## config.mk

```make
export PLATFORM = sky130hd
export DESIGN_NAME = dmem_arbiter
export DESIGN_NICKNAME = d
export VERILOG_FILES = /design/src/rtl/dmem_arb_pkg.sv /design/src/rtl/dmem_arb_starve_ctr.sv /design/src/rtl/dmem_arbiter.sv
export SDC_FILE = /design/constraint.sdc
export NUM_CORES = 1
export LEC_CHECK = 0
export ABC_AREA = 1
export CAP_MARGIN = 0
export CORE_MARGIN = 5
export CORE_UTILIZATION = 35
export CTS_CLUSTER_DIAMETER = 200
export DETAILED_ROUTE_END_ITERATION = 10
export PLACE_DENSITY = 0.83
export SKIP_LAST_GASP = 1
export SYNTH_ARGS = -nofsm -noshare
export SYNTH_HDL_FRONTEND = slang
export SYNTH_SLANG_ARGS = --single-unit
```

## constraint.sdc

```tcl
create_clock -name clk -period 2.2 [get_ports clk]
set_clock_uncertainty 0.05 [all_clocks]
set_input_delay 0.22 -clock clk [delete_from_list [all_inputs] [get_ports clk]]
set_output_delay 0.22 -clock clk [all_outputs]
set_load 0.01 [all_outputs]
```

## src/rtl/dmem_arb_pkg.sv

```systemverilog
// dmem_arb_pkg
//   Shared definitions for the data-memory arbiter: default widths,
//   arbiter state encoding and requester index constants.
package dmem_arb_pkg;

  localparam int ADDR_W_DEF       = 16;
  localparam int DATA_W_DEF       = 16;
  localparam int AUX_MAX_WAIT_DEF = 4;

  typedef enum logic {
    ARB       = 1'b0,
    AUX_FORCE = 1'b1
  } arb_state_e;

  localparam logic REQ_CPU = 1'b0;
  localparam logic REQ_AUX = 1'b1;

endpackage

```

## src/rtl/dmem_arb_starve_ctr.sv

```systemverilog
// dmem_arb_starve_ctr
//   Saturating count of consecutive cycles the AUX requester was denied.
//   Ports:
//     clk, rst  clock / async active-low reset
//     inc       AUX denied this cycle
//     clr       AUX granted or not requesting (has priority over inc)
//     hit       count has reached MAX_WAIT-1
module dmem_arb_starve_ctr #(
  parameter int MAX_WAIT = 4
) (
  input  logic clk,
  input  logic rst,
  input  logic inc,
  input  logic clr,
  output logic hit
);

  localparam int CW = (MAX_WAIT > 1) ? $clog2(MAX_WAIT) : 1;
  localparam logic [CW-1:0] HIT_VAL = CW'(MAX_WAIT - 1);

  logic [CW-1:0] cnt;

  // Saturates at HIT_VAL: the arbiter leaves ARB on the next denial, so
  // counting further would carry no information.
  always_ff @(posedge clk or negedge rst) begin
    if (!rst) begin
      cnt <= '0;
    end else if (clr) begin
      cnt <= '0;
    end else if (inc && (cnt != HIT_VAL)) begin
      cnt <= cnt + 1'b1;
    end
  end

  assign hit = (cnt == HIT_VAL);

endmodule

```

## src/rtl/dmem_arbiter.sv

```systemverilog
// dmem_arbiter
//   Shares a single-port data memory between the CPU MEM stage and an
//   auxiliary requester. CPU has fixed priority; AUX is force-granted after
//   AUX_MAX_WAIT consecutive denials. One access per cycle, ack one cycle
//   after the grant, read data registered per requester.
//   Ports:
//     clk, rst                      clock / async active-low reset
//     cpu_req/we/addr/wdata         CPU request (held until cpu_ack)
//     cpu_ack, cpu_rdata, cpu_stall CPU completion, read data, stall
//     aux_req/we/addr/wdata         AUX request (held until aux_ack)
//     aux_ack, aux_rdata            AUX completion, read data
//     mem_wr_en/rd_addr/wr_addr/wdata, mem_rdata   memory interface
//     err                           misaligned-access pulse
//   Build option: define DMEM_ARB_ALIGN_CHECK_EN to block odd-address
//   accesses and report them on err; otherwise err is tied 0.
module dmem_arbiter
  import dmem_arb_pkg::*;
#(
  parameter int ADDR_W       = ADDR_W_DEF,
  parameter int DATA_W       = DATA_W_DEF,
  parameter int AUX_MAX_WAIT = AUX_MAX_WAIT_DEF
) (
  input  logic              clk,
  input  logic              rst,
  input  logic              cpu_req,
  input  logic              cpu_we,
  input  logic [ADDR_W-1:0] cpu_addr,
  input  logic [DATA_W-1:0] cpu_wdata,
  output logic              cpu_ack,
  output logic [DATA_W-1:0] cpu_rdata,
  output logic              cpu_stall,
  input  logic              aux_req,
  input  logic              aux_we,
  input  logic [ADDR_W-1:0] aux_addr,
  input  logic [DATA_W-1:0] aux_wdata,
  output logic              aux_ack,
  output logic [DATA_W-1:0] aux_rdata,
  output logic              mem_wr_en,
  output logic [ADDR_W-1:0] mem_rd_addr,
  output logic [ADDR_W-1:0] mem_wr_addr,
  output logic [DATA_W-1:0] mem_wdata,
  input  logic [DATA_W-1:0] mem_rdata,
  output logic              err
);

  arb_state_e        state, state_nxt;
  logic              gnt_cpu, gnt_aux, gnt_any;
  logic              sel;
  logic              ctr_inc, ctr_clr, starve_hit;
  logic              sel_we;
  logic [ADDR_W-1:0] sel_addr;
  logic [DATA_W-1:0] sel_wdata;
  logic              misalign;

  dmem_arb_starve_ctr #(
    .MAX_WAIT(AUX_MAX_WAIT)
  ) u_starve (
    .clk (clk),
    .rst (rst),
    .inc (ctr_inc),
    .clr (ctr_clr),
    .hit (starve_hit)
  );

  always_ff @(posedge clk or negedge rst) begin
    if (!rst) state <= ARB;
    else      state <= state_nxt;
  end

  // Grants are gated by rst so nothing reaches the memory while reset is
  // asserted, even if requests are still high.
  always_comb begin
    gnt_cpu   = 1'b0;
    gnt_aux   = 1'b0;
    ctr_inc   = 1'b0;
    state_nxt = state;
    if (rst) begin
      case (state)
        ARB: begin
          if (cpu_req) begin
            gnt_cpu = 1'b1;
            if (aux_req) begin
              ctr_inc = 1'b1;
              if (starve_hit) state_nxt = AUX_FORCE;
            end
          end else if (aux_req) begin
            gnt_aux = 1'b1;
          end
        end
        AUX_FORCE: begin
          state_nxt = ARB;
          // AUX is required to hold its request, so the CPU fallback only
          // avoids wasting the slot if that is ever violated.
          if (aux_req)      gnt_aux = 1'b1;
          else if (cpu_req) gnt_cpu = 1'b1;
        end
        default: state_nxt = ARB;
      endcase
    end
  end

  assign ctr_clr   = gnt_aux | ~aux_req;
  assign gnt_any   = gnt_cpu | gnt_aux;
  assign sel       = gnt_aux ? REQ_AUX : REQ_CPU;
  assign cpu_stall = cpu_req & ~gnt_cpu;

  always_comb begin
    sel_we    = 1'b0;
    sel_addr  = '0;
    sel_wdata = '0;
    if (gnt_any) begin
      if (sel == REQ_AUX) begin
        sel_we    = aux_we;
        sel_addr  = aux_addr;
        sel_wdata = aux_wdata;
      end else begin
        sel_we    = cpu_we;
        sel_addr  = cpu_addr;
        sel_wdata = cpu_wdata;
      end
    end
  end

`ifdef DMEM_ARB_ALIGN_CHECK_EN
  assign misalign = gnt_any & sel_addr[0];
`else
  assign misalign = 1'b0;
`endif

  assign mem_wr_en   = sel_we & ~misalign;
  assign mem_rd_addr = sel_addr;
  assign mem_wr_addr = sel_addr;
  assign mem_wdata   = sel_wdata;

  always_ff @(posedge clk or negedge rst) begin
    if (!rst) begin
      cpu_ack   <= 1'b0;
      aux_ack   <= 1'b0;
      cpu_rdata <= '0;
      aux_rdata <= '0;
    end else begin
      cpu_ack <= gnt_cpu;
      aux_ack <= gnt_aux;
      if (gnt_cpu && !cpu_we && !misalign) cpu_rdata <= mem_rdata;
      if (gnt_aux && !aux_we && !misalign) aux_rdata <= mem_rdata;
    end
  end

`ifdef DMEM_ARB_ALIGN_CHECK_EN
  logic err_q;
  always_ff @(posedge clk or negedge rst) begin
    if (!rst) err_q <= 1'b0;
    else      err_q <= misalign;
  end
  assign err = err_q;
`else
  assign err = 1'b0;
`endif

endmodule

```

Word-level counts from Yosys, hierarchy flattened. Cells that the tools add are included.

Eq/ne operators: 2. Multipliers: 0. Bitwise operators: 6. Divide/modulo/power cells: 0. Add/sub/neg operators: 1. Order comparisons: 0. Reduce and logical (&&, ||, !) cells: 6. Multiplexer cells: 24. Shifts and indexed selects: 0.

Operators by type and width (number): $mux W16 (4); $mux W1 (15); $pmux W1 S2 (3); $mux W2 (2); $logic_and A1 B1 Y1 (3); $not A1 Y1 (3); $add A2 B1 Y2 const B (1); $eq A2 B2 Y1 const B (1); $logic_not A1 Y1 (2); $ne A2 B2 Y1 const B (1); $or A1 B1 Y1 (2); $reduce_bool A2 Y1 (1); $and A1 B1 Y1 (1).

ROM bits: 0. RAM bits: 0. Word-level logic and storage cells: 45. Bits of input ports: 86. Register bits: 37. Latch bits: 0. Output and inout port bits: 85. Memories: 0.

Depth between registers and ports, before layout. Gate-level depths: netlist of the first run.

Depth after elaboration: 7. Gate-level depth with buffers: 9. Depth with buffers taken out: 6.

Modules after synthesis. Synthesis of the first run repeated with hierarchy kept, for this count alone.

Cells, all modules: 372. Area total of the unflattened synthesis: 2466.1 µm².

Modules (own cells, without submodules): dmem_arbiter (instances 1, sequential area each 875.8 µm², cells each 359, area an instance 2359.8 µm²); dmem_arb_starve_ctr (instances 1, sequential area each 50.0 µm², cells each 13, area an instance 106.4 µm²).

Worst setup path before layout of the first run. Ideal clock, no wire load.

Path kind: flip-flop to output port. From: reg state. To: out mem_wr_addr[0]. Setup slack: 616 ps. Arrival time: 1314 ps. Cell stages (with the launch flop): 9. Path buffers: 3. Required time: 1930 ps. Cells stage by stage: dfrtp_1 inv_1 nand2_2 nand2_4 buf_6 buf_4 nor2_1 nor2_1 buf_4.

Word-level cells in the longest chain between the ends: 6. Elaborated cells between the ends (all ways): 9. Those cells by class: mux: 7; bitwise: 2.

Ends and longest elaborated chain: start: declaration (RTL line dmem_arbiter.sv:46) `arb_state_e state, state_nxt;`; start signal: assignment (RTL line dmem_arbiter.sv:67) `else state <= state_nxt;`; $not A1 Y1; $pmux W1 S2 (RTL line dmem_arbiter.sv:78) `case (state)`; $mux W1 (RTL line dmem_arbiter.sv:77) `if (rst) begin`; $mux W1 (RTL line dmem_arbiter.sv:104) `assign sel = gnt_aux ? REQ_AUX : REQ_CPU;`; $mux W16 (RTL line dmem_arbiter.sv:112) `if (sel == REQ_AUX) begin`; $mux W16 (*) (RTL line dmem_arbiter.sv:111) `if (gnt_any) begin`; end: declaration (RTL line dmem_arbiter.sv:40) `output logic [ADDR_W-1:0] mem_wr_addr,`.

Mark *: on every way between the ends. The rest lies on a longest branch, timed or not.

Final worst setup path of the first run.
From: in aux_req. To: out mem_rd_addr[3].

Word-level cells in the longest chain between the ends: 7. Elaborated cells between the ends (all ways): 11. Those cells by class: mux: 10; bitwise: 1.

Ends and longest elaborated chain: start: declaration (RTL line dmem_arbiter.sv:32) `input logic aux_req,`; $mux W1 (RTL line dmem_arbiter.sv:86, dmem_arbiter.sv:94); $mux W1 (RTL line dmem_arbiter.sv:80) `if (cpu_req) begin`; $pmux W1 S2 (RTL line dmem_arbiter.sv:78); $mux W1 (RTL line dmem_arbiter.sv:77); $mux W1 (RTL line dmem_arbiter.sv:104); $mux W16 (RTL line dmem_arbiter.sv:112); $mux W16 (*) (RTL line dmem_arbiter.sv:111); end: declaration (RTL line dmem_arbiter.sv:39) `output logic [ADDR_W-1:0] mem_rd_addr,`.

Marks and branches as above.

==> summary.txt, run 1 <==
Status: complete, no violations
Non-filler cells, final: 599
Gpl congestion: 0.868
Overall power: 2.27 mW
Syn Inst Count: 362
Yosys top cell area share: 40.0%
Comb power frac: 36.4%
Global-route wire length before repair: 13.3 mm
Sink Count: 37
Internal Power: 1.60 mW
Max-cap check violation count: 0
Final WS setup: 98.2 ps
Proportion of layout cells with a drive suffix above 1: 5.75%
Worst skew pair latency: 300 ps
Placed inst area: 3990 um^2
WS Path Type: in -> out
Synth Area per Inst: 6.40 um^2
Place WS: -166 ps
Final instance area: 4100 um^2
WP data required: 1930 ps
P_sw: 0.677 mW
Synth Warn #: 0
Remaining DRCs: 0
Fmax: 0.476 GHz
Lkg Pwr: 2.38 nW
Number of port buffers: 169
Switching share of total power: 29.8%
Worst min path class: in -> reg
Post-layout net count: 608
Area grow syn2layout: 77.1%
Top Ports: 171
Pre-antenna DRT Iters: 5
Initial Utilization: 36.3%
DIE AREA: 8340 um^2
Die height: 91.3 um
Antenna violations before repair: 0
Seq/Total Area, Yosys: 40.0%
Layer with the highest usage: met2
Largest cells by area after synthesis: dfrtp_1 (40%), nand2_1 (28%), nor2_1 (11%)
Grt met3 use: 6.69%
Gr ovfl total: 0
Maximum VDD drop: 0.792 mV
Crit share post-route: 95.5%
Vias: 2,696
Yosys reg bits: 37
Crit path max fanout: 16
DR vias/cell: 4.50
WL final: 8.47 mm
Root Buffer: clkbuf_8
Drt wl/cell: 14.1 um
CORE AREA: 6390 um^2
Clk slew on worst S/H paths: 90 ps
Largest net degree at the start of global routing: 40
Max clock buf depth: 2
Final Hold Viols: 0
RSZ-0062 raised after global routing: yes
Vias in the first global route: 2,680
Yosys cell types: 17
Arr. time, crit path: 1830 ps
Met1 Resource Use GR: 22.3%
Rows: 29
Htree depth: 2
Pwr/cell area: 554 nW/um^2
Clk network pwr share: 26.4%
Synth area leader: dfrtp_1
Final Slew Violations: 0
CTS tree: yes
Die width: 91.3 um
Post-layout minimum cycle time: 2100 ps
Tot GR Track Use: 19.7%
Final setup viols: 0
Sequential share of power: 37.2%
Synthesized area: 2320 um^2
Dpl cells: 588
Cts bufs inserted: 5
Diode count: 0
Iter 0 DRT Violations: 85
Setup TNS: 0 ps
DP HPWL: 6.44 mm
Syn nets: 449
GR Util met2: 35.0%
Final ANT Viol Nets: 0
CP startpoint kind: input pin
Kind of end point of the critical path: primary output
-- worst paths after layout --
check                                              start                        to  slack (ps)  depth (start not counted)
worst min register to register  aux_rdata[0]$_DFFE_PN0P_  aux_rdata[0]$_DFFE_PN0P_         430                          2
worst max-delay path                             aux_req            mem_rd_addr[3]         100                          9
worst max register to register         state$_DFFE_PN0P_  aux_rdata[8]$_DFFE_PN0P_         620                          8
worst min-delay path                                 rst         cpu_ack$_DFF_PN0_         340                          4
min in group asynchronous                            rst         state$_DFFE_PN0P_         530                          3
max in group asynchronous                            rst         aux_ack$_DFF_PN0_        1230                          3
-- cell families after synthesis --
family                   count (synthesis)  synth area share [%]
AND/OR/NAND/NOR                        248                  42.2
buffers and inverters                   74                  16.9
flip-flops                              37                  40.0
AO/OA/AOI/OAI                            1                 0.216
adder cells (fa/ha/maj)                  1                 0.540
other                                    1                 0.162
-- placed cells by master, fill, tap and decap left out, types with 2 or more instances in the layout --
master and instances:
buf_4 9, nand2_1 171, clkbuf_8 5, clkdlybuf4s50_1 119, buf_12 3, nand2_2 2
nor2_4 2, inv_1 42, nand4_1 4, dfrtp_1 37, clkdlybuf4s15_1 2, dlymetal6s2s_1 3
dlygate4sd2_1 43, nor2_1 66
-- worst max-delay path, cell delays in order --
cell and delay [ps]:
clkdlybuf4s50_1 520, nand2_1 80, inv_2 80, nand2_4 70, nand2_2 110, bufbuf_16 290
nand2_1 50, nor2_1 110, dlygate4sd2_1 300
-- metal layers --
metal / part of all wire (%) / up-vias
met5: 0 / -
met2: 50 / 117
met4: 1.8 / 0
met1: 40 / 1224
met3: 8.8 / 8
li1: - / 1347
-- synth_stat cells, drive strengths merged --
cell    number
inv         43
o21ai        1
nor2        68
buf         31
ha           1
conb         1
nand3        1
nand3b       1
nand4        4
nand2      174
dfrtp       37
-- metrics by stage --
step	utilization, %	hold slack [ps]
global route	64.2	359
CTS	64.0	322
detailed placement	62.5	298
finish	64.2	339
global placement	62.5	292
floorplan	-	-126
-- registers in the layout (all words and copies together), names as in the netlist --
name	count
cpu_ack	1
state	1
u_starve.cnt	2
cpu_rdata	16
aux_ack	1
aux_rdata	16
-- power by group through the flow --
| stage | sequential [mW] | combinational [mW] | clock [mW] |
|---|---|---|---|
| final | 0.846 | 0.826 | 0.601 |
| after global routing | 0.861 | 0.899 | 0.648 |
| after CTS | 0.846 | 0.838 | 0.612 |
| after detailed placement | 0.853 | 0.856 | 0 |
| after global placement | 0.855 | 0.840 | 0 |
| after floorplan | 0.902 | 0.266 | 0 |
-- cell type report --
| type | count | area (um^2) |
|---|---|---|
| tap | 77 | 96.3 |
| multi-input combinational | 251 | 998 |
| clock inverter | 3 | 46.3 |
| sequential | 37 | 926 |
| clock buffer | 5 | 68.8 |
| timing repair buffer | 183 | 1810 |
| inverter | 43 | 161 |
| fill | 579 | 2280 |
-- repair_timing --
| item | CTS | global route |
|---|---|---|
| resized for setup | 46 | 7 |
| endpoints found under the setup margin | 49 | 22 |
| hold endpoints to repair | 37 | 0 |
| pin swaps | 0 | 1 |
| setup buffers | 0 | 1 |
| hold buffers | 1 | 0 |
| gates cloned | 1 | 0 |
Note: power is estimated with default switching activity, not from simulation.
==> inputs of run 2 (changes only) <==
--- a/config.mk
+++ b/config.mk
@@ -8,10 +8,11 @@
 export ABC_AREA = 1
 export CAP_MARGIN = 0
 export CORE_MARGIN = 5
-export CORE_UTILIZATION = 35
+export CORE_UTILIZATION = 37
 export CTS_CLUSTER_DIAMETER = 200
 export DETAILED_ROUTE_END_ITERATION = 10
-export PLACE_DENSITY = 0.83
+export PLACE_DENSITY = 0.87
+export REMOVE_ABC_BUFFERS = 1
 export SKIP_LAST_GASP = 1
 export SYNTH_ARGS = -nofsm -noshare
 export SYNTH_HDL_FRONTEND = slang
==> summary.txt, run 2 (synthesis results as in run 1) <==
Status: complete, no violations (unchanged)
DR vias/cell: 4.47 (was 4.50)
DP HPWL: 6.81 mm (was 6.44 mm)
Max layer used: met4 (unchanged)
Worst min path class: in -> async (was in -> reg)
DR WL met3: 815 um (was 742 um)
Crit path max fanout: 3 (was 16)
Place WS: -107 ps (was -166 ps)
Die height: 89.1 um (was 91.3 um)
Fmax: 0.498 GHz (was 0.476 GHz)
Largest net degree at the start of global routing: 38 (was 40)
WL final: 8.24 mm (was 8.47 mm)
Top Ports: 171 (unchanged)
Largest registers: aux_rdata: 16 flops, cpu_rdata: 16 flops, u_starve.cnt: 2 flops (unchanged)
Multi-input logic area: 1010 um^2 (was 998 um^2)
Iter 0 DRT Violations: 84 (was 85)
Worst setup path start: aux_req (unchanged)
Kind of end point of the critical path: primary output (unchanged)
WS Path Type: in -> out (unchanged)
Pwr/cell area: 543 nW/um^2 (was 554 nW/um^2)
Diode count: 0 (unchanged)
Htree depth: 2 (unchanged)
Critical R2R Launch: state$_DFFE_PN0P_ (unchanged)
Root Buffer: clkbuf_8 (unchanged)
Max clock buf depth: 2 (unchanged)
Gr ovfl total: 0 (unchanged)
Gpl congestion: 0.802 (was 0.868)
CP startpoint kind: input pin (unchanged)
Rows: 28 (was 29)
Commonest non-fill, non-tap cell in the layout: nand2_1 (unchanged)
Most frequent cells in the layout: nand2_1 (171), clkdlybuf4s50_1 (119), nor2_1 (66) (unchanged)
Antenna violations before repair: 0 (unchanged)
Drt wl/cell: 13.8 um (was 14.1 um)
Initial Utilization: 38.7% (was 36.3%)
Met2 wire len: 4.27 mm (was 4.20 mm)
Final WS setup: 193 ps (was 98.2 ps)
Postcts setup bufs: 0 (unchanged)
Global-route wire length before repair: 12.5 mm (was 13.3 mm)
Final Slew Violations: 0 (unchanged)
Clk slew on worst S/H paths: 80 ps (was 90 ps)
Number of port buffers: 169 (unchanged)
Crit share post-route: 91.2% (was 95.5%)
Area grow syn2layout: 77.8% (was 77.1%)
Vias in the first global route: 2,627 (was 2,680)
Worst skew pair latency: 280 ps (was 300 ps)
P_sw: 0.642 mW (was 0.677 mW)
WP data required: 1930 ps (about the same)
Internal Power: 1.59 mW (was 1.60 mW)
Remaining DRCs: 0 (unchanged)
Setup crit end: cpu_stall (was mem_rd_addr[3])
Post-layout net count: 610 (was 608)
Max-cap check violation count: 0 (unchanged)
RR Endpoint: aux_rdata[3]$_DFFE_PN0P_ (was aux_rdata[8]$_DFFE_PN0P_)
Worst R2R Path Depth: 7 (was 8)
Final hold slack: 4.97 ps (was 339 ps)
Tot GR Track Use: 20.0% (was 19.7%)
Proportion of layout cells with a drive suffix above 1: 5.92% (was 5.75%)
R2R setup slack: 770 ps (was 620 ps)
Sink Count: 37 (unchanged)
CTS tree: yes (unchanged)
Maximum VDD drop: 0.473 mV (was 0.792 mV)
Final ANT Viol Nets: 0 (unchanged)
Clk network pwr share: 25.6% (was 26.4%)
Comb power frac: 36.5% (was 36.4%)
Final Hold Viols: 0 (unchanged)
Vias: 2,679 (was 2,696)
Cts bufs inserted: 5 (unchanged)
Pre-antenna DRT Iters: 5 (unchanged)
Post-layout minimum cycle time: 2010 ps (was 2100 ps)
Sequential share of power: 37.9% (was 37.2%)
Lkg Pwr: 2.42 nW (was 2.38 nW)
M1 wire length: 3.05 mm (was 3.37 mm)
Arr. time, crit path: 1740 ps (was 1830 ps)
Die width: 89.1 um (was 91.3 um)
Storage element area: 926 um^2 (unchanged)
RSZ-0062 raised after global routing: no (was yes)
DIE AREA: 7940 um^2 (was 8340 um^2)
Fillers: 521 (was 579)
Final setup viols: 0 (unchanged)
Switching share of total power: 28.7% (was 29.8%)
CORE AREA: 5990 um^2 (was 6390 um^2)
## run 2: layout make-up
cell class,instances,share of cell area [%]
clock inverter,2,0.942
inverter,43,3.92
clock buffer,6,1.76
multi-input combinational,251,24.5
sequential,37,22.5
timing repair buffer,185,44.1
tap,75,2.28
## run 2: worst max-delay path: stages
cell and delay (ps):
clkdlybuf4s50_1 500, nand2_1 90, nand3_2 100, buf_4 130, inv_1 50, nor2_1 70
clkdlybuf4s50_1 570
## run 2: through the flow
| stage | instances | total power [mW] | utilization, % | instance area, um^2 | TNS [ps] |
|---|---|---|---|---|---|
| finish | 599 | 2.24 | 68.7 | 4120 | 0 |
| global route | 599 | 2.37 | 68.7 | 4120 | 0 |
| floorplan | 331 | 1.12 | - | 2090 | 0 |
| detailed placement | 590 | 1.72 | 67.3 | 4030 | -2340 |
| global placement | 590 | 1.70 | 67.3 | 4030 | -905 |
| CTS | 599 | 2.26 | 68.4 | 4100 | 0 |
## run 2: power by group through the flow
stage	clock network (mW)	logic, mW	registers, mW
after floorplan	0	0.223	0.902
after CTS	0.587	0.826	0.847
after global placement	0	0.843	0.855
final	0.573	0.816	0.848
after global routing	0.626	0.886	0.861
after detailed placement	0	0.862	0.855
## run 2: per-layer routing
metal  track usage [%]  vias to the layer above
met3              6.27                        8
li1                  -                     1352
met2              37.2                      103
met4              3.79                        0
met1              22.5                     1216
met5                 0                        -
## run 2: how the worst min path moves through the flow
stage,depth (start not counted),to,from
6_report,2,cpu_rdata[6]$_DFFE_PN0P_,rst
4_1_cts,2,cpu_rdata[11]$_DFFE_PN0P_,rst
2_1_floorplan,0,aux_ack$_DFF_PN0_,rst
3_3_place_gp,1,state$_DFFE_PN0P_,rst
3_5_place_dp,1,state$_DFFE_PN0P_,rst
5_1_grt,2,aux_rdata[9]$_DFFE_PN0P_,rst
## run 2: repair_timing
item                                    in CTS  in global routing
hold buffers                                 1                  0
resized for setup                           44                  7
endpoints found under the setup margin      44                  5
hold endpoints to repair                     1                  0
cloned                                       0                  0
